==> config.mk <==
export PLATFORM = sky130hd
export DESIGN_NAME = ex_stage
export DESIGN_NICKNAME = d
export VERILOG_FILES = /design/src/rtl/ex_stage.sv
export SDC_FILE = /design/constraint.sdc
export NUM_CORES = 1
export LEC_CHECK = 0
export ABC_CLOCK_PERIOD_IN_PS = 18320
export CORE_ASPECT_RATIO = 1.1
export CORE_MARGIN = 1
export CORE_UTILIZATION = 30
export DETAILED_ROUTE_END_ITERATION = 6
export PLACE_DENSITY = 0.54
export RECOVER_POWER = 25
export SLEW_MARGIN = 10
export SYNTH_ARGS = -nofsm -noshare
export SYNTH_HDL_FRONTEND = slang
export SYNTH_SLANG_ARGS = --single-unit
==> constraint.sdc <==
create_clock -name clk -period 18.32 [get_ports clk]
set_input_delay 3.664 -clock clk [delete_from_list [all_inputs] [get_ports clk]]
set_output_delay 3.664 -clock clk [all_outputs]
set_load 0.02 [all_outputs]
==> src/rtl/ex_stage.sv <==
// Execute stage: ALU, branch target, destination select and an
// iterative 32-cycle shift-add multiplier behind a valid/ready output register.
module ex_stage (
    input  logic         clk,
    input  logic         reset,
    input  logic         id_ex_valid,
    output logic         id_ex_ready,
    input  logic [146:0] id_ex_bundle,
    output logic         ex_mem_valid,
    input  logic         ex_mem_ready,
    output logic [106:0] ex_mem_bundle,
    output logic         busy
);

    typedef struct packed {
        logic       branch;
        logic       mem_read;
        logic       mem_write;
        logic       reg_write;
        logic       mem_to_reg;
        logic       reg_dst;
        logic [1:0] alu_op;
        logic       alu_src;
    } ctrl_t;

    typedef struct packed {
        ctrl_t       ctrl;
        logic [31:0] npc;
        logic [31:0] rd1;
        logic [31:0] rd2;
        logic [31:0] sext;
        logic [4:0]  rt;
        logic [4:0]  rd;
    } id_ex_t;

    typedef struct packed {
        logic [1:0]  wb;
        logic [2:0]  m;
        logic [31:0] br_target;
        logic        zero;
        logic [31:0] alu_res;
        logic [31:0] rd2;
        logic [4:0]  dest;
    } ex_mem_t;

    typedef enum logic [1:0] {
        IDLE,
        MUL,
        HOLD
    } state_t;

    state_t      state_q;
    state_t      state_d;
    id_ex_t      in;
    ex_mem_t     new_res;
    ex_mem_t     mul_res;
    ex_mem_t     out_q;
    ex_mem_t     pend_q;
    logic        out_valid_q;
    logic [4:0]  cnt_q;
    logic [31:0] mcand_q;
    logic [31:0] mplier_q;
    logic [31:0] prod_q;
    logic [31:0] prod_next;
    logic [31:0] op_a;
    logic [31:0] op_b;
    logic [31:0] alu_res;
    logic [5:0]  funct;
    logic        is_r;
    logic        sel_add;
    logic        sel_sub;
    logic        sel_and;
    logic        sel_or;
    logic        sel_slt;
    logic        sel_mul;
    logic        can_take;
    logic        accept;
    logic        last;

    assign in            = id_ex_bundle;
    assign ex_mem_bundle = out_q;
    assign ex_mem_valid  = out_valid_q;

    assign op_a  = in.rd1;
    assign op_b  = in.ctrl.alu_src ? in.sext : in.rd2;
    assign funct = in.sext[5:0];
    assign is_r  = (in.ctrl.alu_op == 2'b10);

    assign sel_add = (in.ctrl.alu_op == 2'b00) || (is_r && funct == 6'h20);
    assign sel_sub = (in.ctrl.alu_op == 2'b01) || (is_r && funct == 6'h22);
    assign sel_and = is_r && (funct == 6'h24);
    assign sel_or  = is_r && (funct == 6'h25);
    assign sel_slt = (in.ctrl.alu_op == 2'b11) || (is_r && funct == 6'h2A);
    assign sel_mul = is_r && (funct == 6'h18);

    // Input is taken only in IDLE with the output slot free or draining now.
    assign can_take    = (state_q == IDLE) && (!out_valid_q || ex_mem_ready);
    assign id_ex_ready = can_take;
    assign accept      = id_ex_valid && can_take;

    assign last      = (cnt_q == 5'd31);
    assign prod_next = prod_q + (mplier_q[0] ? mcand_q : 32'd0);

    // Single-cycle ALU; mul and unknown functs fall through to zero.
    always_comb begin
        alu_res = '0;
        unique case (1'b1)
            sel_add: alu_res = op_a + op_b;
            sel_sub: alu_res = op_a - op_b;
            sel_and: alu_res = op_a & op_b;
            sel_or:  alu_res = op_a | op_b;
            sel_slt: alu_res = {31'd0, $signed(op_a) < $signed(op_b)};
            default: alu_res = '0;
        endcase
    end

    // Assemble the outgoing bundle for the instruction on the input.
    always_comb begin
        new_res           = '0;
        new_res.wb        = {in.ctrl.reg_write, in.ctrl.mem_to_reg};
        new_res.m         = {in.ctrl.branch, in.ctrl.mem_read,
                             in.ctrl.mem_write};
        new_res.br_target = in.npc + (in.sext << 2);
        new_res.zero      = (alu_res == 32'd0);
        new_res.alu_res   = alu_res;
        new_res.rd2       = in.rd2;
        new_res.dest      = in.ctrl.reg_dst ? in.rd : in.rt;
    end

    // Merge the finished product into the fields parked at mul accept.
    always_comb begin
        mul_res         = pend_q;
        mul_res.alu_res = prod_next;
        mul_res.zero    = (prod_next == 32'd0);
    end

    // State register.
    always_ff @(posedge clk or posedge reset) begin
        if (reset) begin
            state_q <= IDLE;
        end else begin
            state_q <= state_d;
        end
    end

    // Next-state logic and busy flag.
    always_comb begin
        state_d = state_q;
        busy    = 1'b0;
        unique case (state_q)
            IDLE: begin
                if (accept && sel_mul) begin
                    state_d = MUL;
                end
            end
            MUL: begin
                busy = 1'b1;
                if (last) begin
                    state_d = ex_mem_ready ? IDLE : HOLD;
                end
            end
            HOLD: begin
                if (ex_mem_ready) begin
                    state_d = IDLE;
                end
            end
            default: state_d = IDLE;
        endcase
    end

    // Output register, multiplier datapath and step counter.
    always_ff @(posedge clk or posedge reset) begin
        if (reset) begin
            out_valid_q <= 1'b0;
            out_q       <= '0;
            pend_q      <= '0;
            cnt_q       <= '0;
            mcand_q     <= '0;
            mplier_q    <= '0;
            prod_q      <= '0;
        end else if (state_q == MUL) begin
            prod_q   <= prod_next;
            mcand_q  <= mcand_q << 1;
            mplier_q <= mplier_q >> 1;
            cnt_q    <= cnt_q + 5'd1;
            if (last) begin
                out_q       <= mul_res;
                out_valid_q <= 1'b1;
            end
        end else if (accept) begin
            if (sel_mul) begin
                pend_q      <= new_res;
                mcand_q     <= op_a;
                mplier_q    <= op_b;
                prod_q      <= '0;
                cnt_q       <= '0;
                out_valid_q <= 1'b0;
            end else begin
                out_q       <= new_res;
                out_valid_q <= 1'b1;
            end
        end else if (out_valid_q && ex_mem_ready) begin
            out_valid_q <= 1'b0;
        end
    end

endmodule
==> impl_metrics.yaml <==
global_route:
  grt_use_met3_pct: 2.76
  busiest_layer: "met2"
  grtUsageMet1_pct: 31.7
  antenna_found_initial: 5
  grt_max_degree: 90
  grt_pass1_vias: 19300
  track_usage_pct: 23.1
  gr-total-overflow: 0
  use_met2_pct: 37.5
  grt_pass1_wl_um: 124000
status:
  outcome: "finished, violations left"
  violations: "capacitance limit, slew limit"
worst_setup_path:
  critPathSlowestCell: "clkdlybuf4s50_1"
  startpoint_type: "input pin"
  end_kind: "output port"
  cp_max_fo: 5
  crit_family: "buffers and inverters"
  cp.arrival_ns: 5.67
  criticalPathCategory: "input pin to output port"
  crit_chain: "dlygate4sd3_1 -> inv_1 -> a211oi_2 -> clkdlybuf4s50_1"
  required_ns: 14.66
  max_stage_delay_ns: 0.74
  path_buf_inv: 3
synthesis:
  synthCells: 2544
  synth_top_family_by_area: "compound AO/OA/AOI/OAI gates"
  async_flop_share_pct: 100
  synth.distinct_cells: 88
  yosysWarnings: 0
  synth_simple_gate_area_share_pct: 21.5
  synth-xor-area-share_pct: 2.51
  ys_seq_elements: 285
  synth_area_um2: 20600
  ys.flop_type: "dfrtp_1"
  synth_edf_count: 0
  syn_nets: 2858
  synthAdderAreaFrac_pct: 10.0
  syn_avg_cell_area_um2: 8.11
  seq_area_frac_synth_pct: 34.6
  synth_mux_area_share_pct: 2.36
  synth_compound_area_share_pct: 24.1
cells_and_area:
  nets: 3036
  final_core_utilization_pct: 37.4
  fin_area_um2: 25400
  area_growth_pct: 23.1
  final_common_cell: "nand2_1"
  final_cell_mix: "nand2_1 (523), dfrtp_1 (285), nor2_1 (236)"
  layout-drive-gt1-share_pct: 4.98
cts:
  clk_path_buf_depth: 3
  postCtsSetupBuffers: 0
  cts-root-buf: "clkbuf_16"
  cts_hold_buf: 0
  path_clk_slew_ns: 0.05
  htreeDepth: 2
  cts_tree: "done"
  cts_resized: 0
  cts_sinks: 285
  insertion_delay_ns: 0.57
  numCtsBuffers: 37
timing:
  slew-limit-headroom_pct: -183
  setup_viol: 0
  fin_skew_ns: 0.0215
  period_needed_ns: 9.33
  fmax_ghz: 0.107
  finalHoldViolCount: 0
  drv_slew: 90
  finalSetupTns_ns: 0
  setup_ws_ns: 8.99
  rsz0062_at_grt: "no"
  worst_pin_slew_ns: 4.22
  finalCritPeriodShare_pct: 50.9
power_and_ir_drop:
  vdd_ir_drop_max_mv: 0.0691
  p_leak_nw: 11.7
  power_density_nw_per_um2: 92.9
drt:
  dr.pass1.iters: 5
  drtIter0Drc: 1741
  wl_per_cell_um: 22.4
  drc_errors: 0
  ant_nets: 0
  vias: 20000
  wirelength_um: 82200
  via_per_inst: 5.44
die:
  io_pins: 261
  initial_core_util_pct: 30.4
  fp.dieH_um: 277
  die_x_um: 252
  core_um2: 67800
  die-area_um2: 69800
  rows: 100
placement:
  place_area_um2: 24100
  dp_slack_ns: 9.02
  portBuffers: 260
  dp_hpwl_um: 61300
  routabilityCongestion: 0.939
job:
  drv_cap: 1
worst_hold_path:
  holdCritPathClass: "flop to flop"
-- path summary, 6_finish.rpt --
| path | from | end | slack (ns) | cells past startpoint |
|---|---|---|---|---|
| hold reg to reg | ex_mem_bundle[65] | ex_mem_bundle[65] | 0.47 | 2 |
| max in group asynchronous | reset | mcand_q[18] | 10.34 | 4 |
| hold / removal | ex_mem_bundle[65] | ex_mem_bundle[65] | 0.47 | 2 |
| setup / recovery | ex_mem_ready | id_ex_ready | 8.99 | 4 |
| min in group asynchronous | reset | ex_mem_bundle[103] | 4.80 | 2 |
| setup reg to reg | mplier_q[0] | ex_mem_bundle[69] | 13.61 | 15 |
-- tightest hold or removal path: stages (launching register included) --
cell	delay (ns)
dfrtp_1	0.34
nand2_1	0.05
nand2_1	0.05
-- layer usage --
layer	routed length [µm]	part of all wire (%)
met1	37100	45
met2	38500	47
met3	4060	4.9
met4	2580	3.1
met5	11	0.013
-- layout make-up --
cell class / instances / area [µm²]
fill: 7057 / 42400
multi-input combinational: 1996 / 12600
sequential: 285 / 7130
timing repair buffer: 287 / 2800
tap: 918 / 1150
clock buffer: 50 / 1040
inverter: 115 / 438
clock inverter: 17 / 250
antenna: 3 / 7.51
-- cell families after synthesis --
logic type | after synthesis
AOI/OAI and AO/OA | 717
muxes | 48
DFF | 285
and+or+nand+nor | 1009
buffers and inverters | 263
adders and majority gates | 163
xor gates and xnor gates | 59
-- through the flow --
step / cells / hold WS, ns / power (mW)
4_1_cts: 3668 / 0.476 / 2.39
3_5_place_dp: 3601 / 0.462 / 1.60
5_1_grt: 3671 / 0.497 / 2.49
3_3_place_gp: 3601 / 0.457 / 1.59
6_report: 3671 / 0.466 / 2.36
2_1_floorplan: 2544 / 0.445 / 1.27
-- synthesized netlist by cell type (all sizes together), types with 7 or more instances --
cell     count  area, µm²
nand2      523       1960
nor4        16        106
a22oi       34        255
a211o        7       61.3
nor2       237        890
o2111ai     10       87.6
a221o       41        410
dfrtp      285       7130
buf         16       72.6
o22ai       16        100
o31ai       15        145
a21o        53        398
or2         12       75.1
a221oi      11        120
inv        115        432
o311ai       7       61.3
or3          9       56.3
o31a         7       61.3
and3        15       93.8
o221ai       7       61.3
a21oi      135        676
xnor2       27        236
mux2i       43        430
o21a        22        165
nand3       18       90.1
xor2        32        280
a2111oi     14        135
nor3        34        170
a211oi      28        215
o211ai      25        188
clkbuf     132        495
and2        39        244
o21ai      120        604
o21bai      18        135
nor2b       31        194
nand2b      23        144
nand4       25        156
ha         159       1990
a31oi       88        551
-- flip-flops by register name, indices dropped and copies added (netlist names) --
name / cells
cnt_q: 5
ex_mem_bundle: 107
ex_mem_valid: 1
mcand_q: 32
mplier_q: 32
mul_res: 74
prod_q: 32
state_q: 2
-- power breakdown --
group          leakage, nW  internal [mW]  total [mW]  switching (mW)
clock                0.631          0.472       0.781           0.309
combinational         7.41          0.299       0.786           0.487
sequential            3.63          0.729       0.793          0.0639
Note: power is estimated with default switching activity, not from simulation.
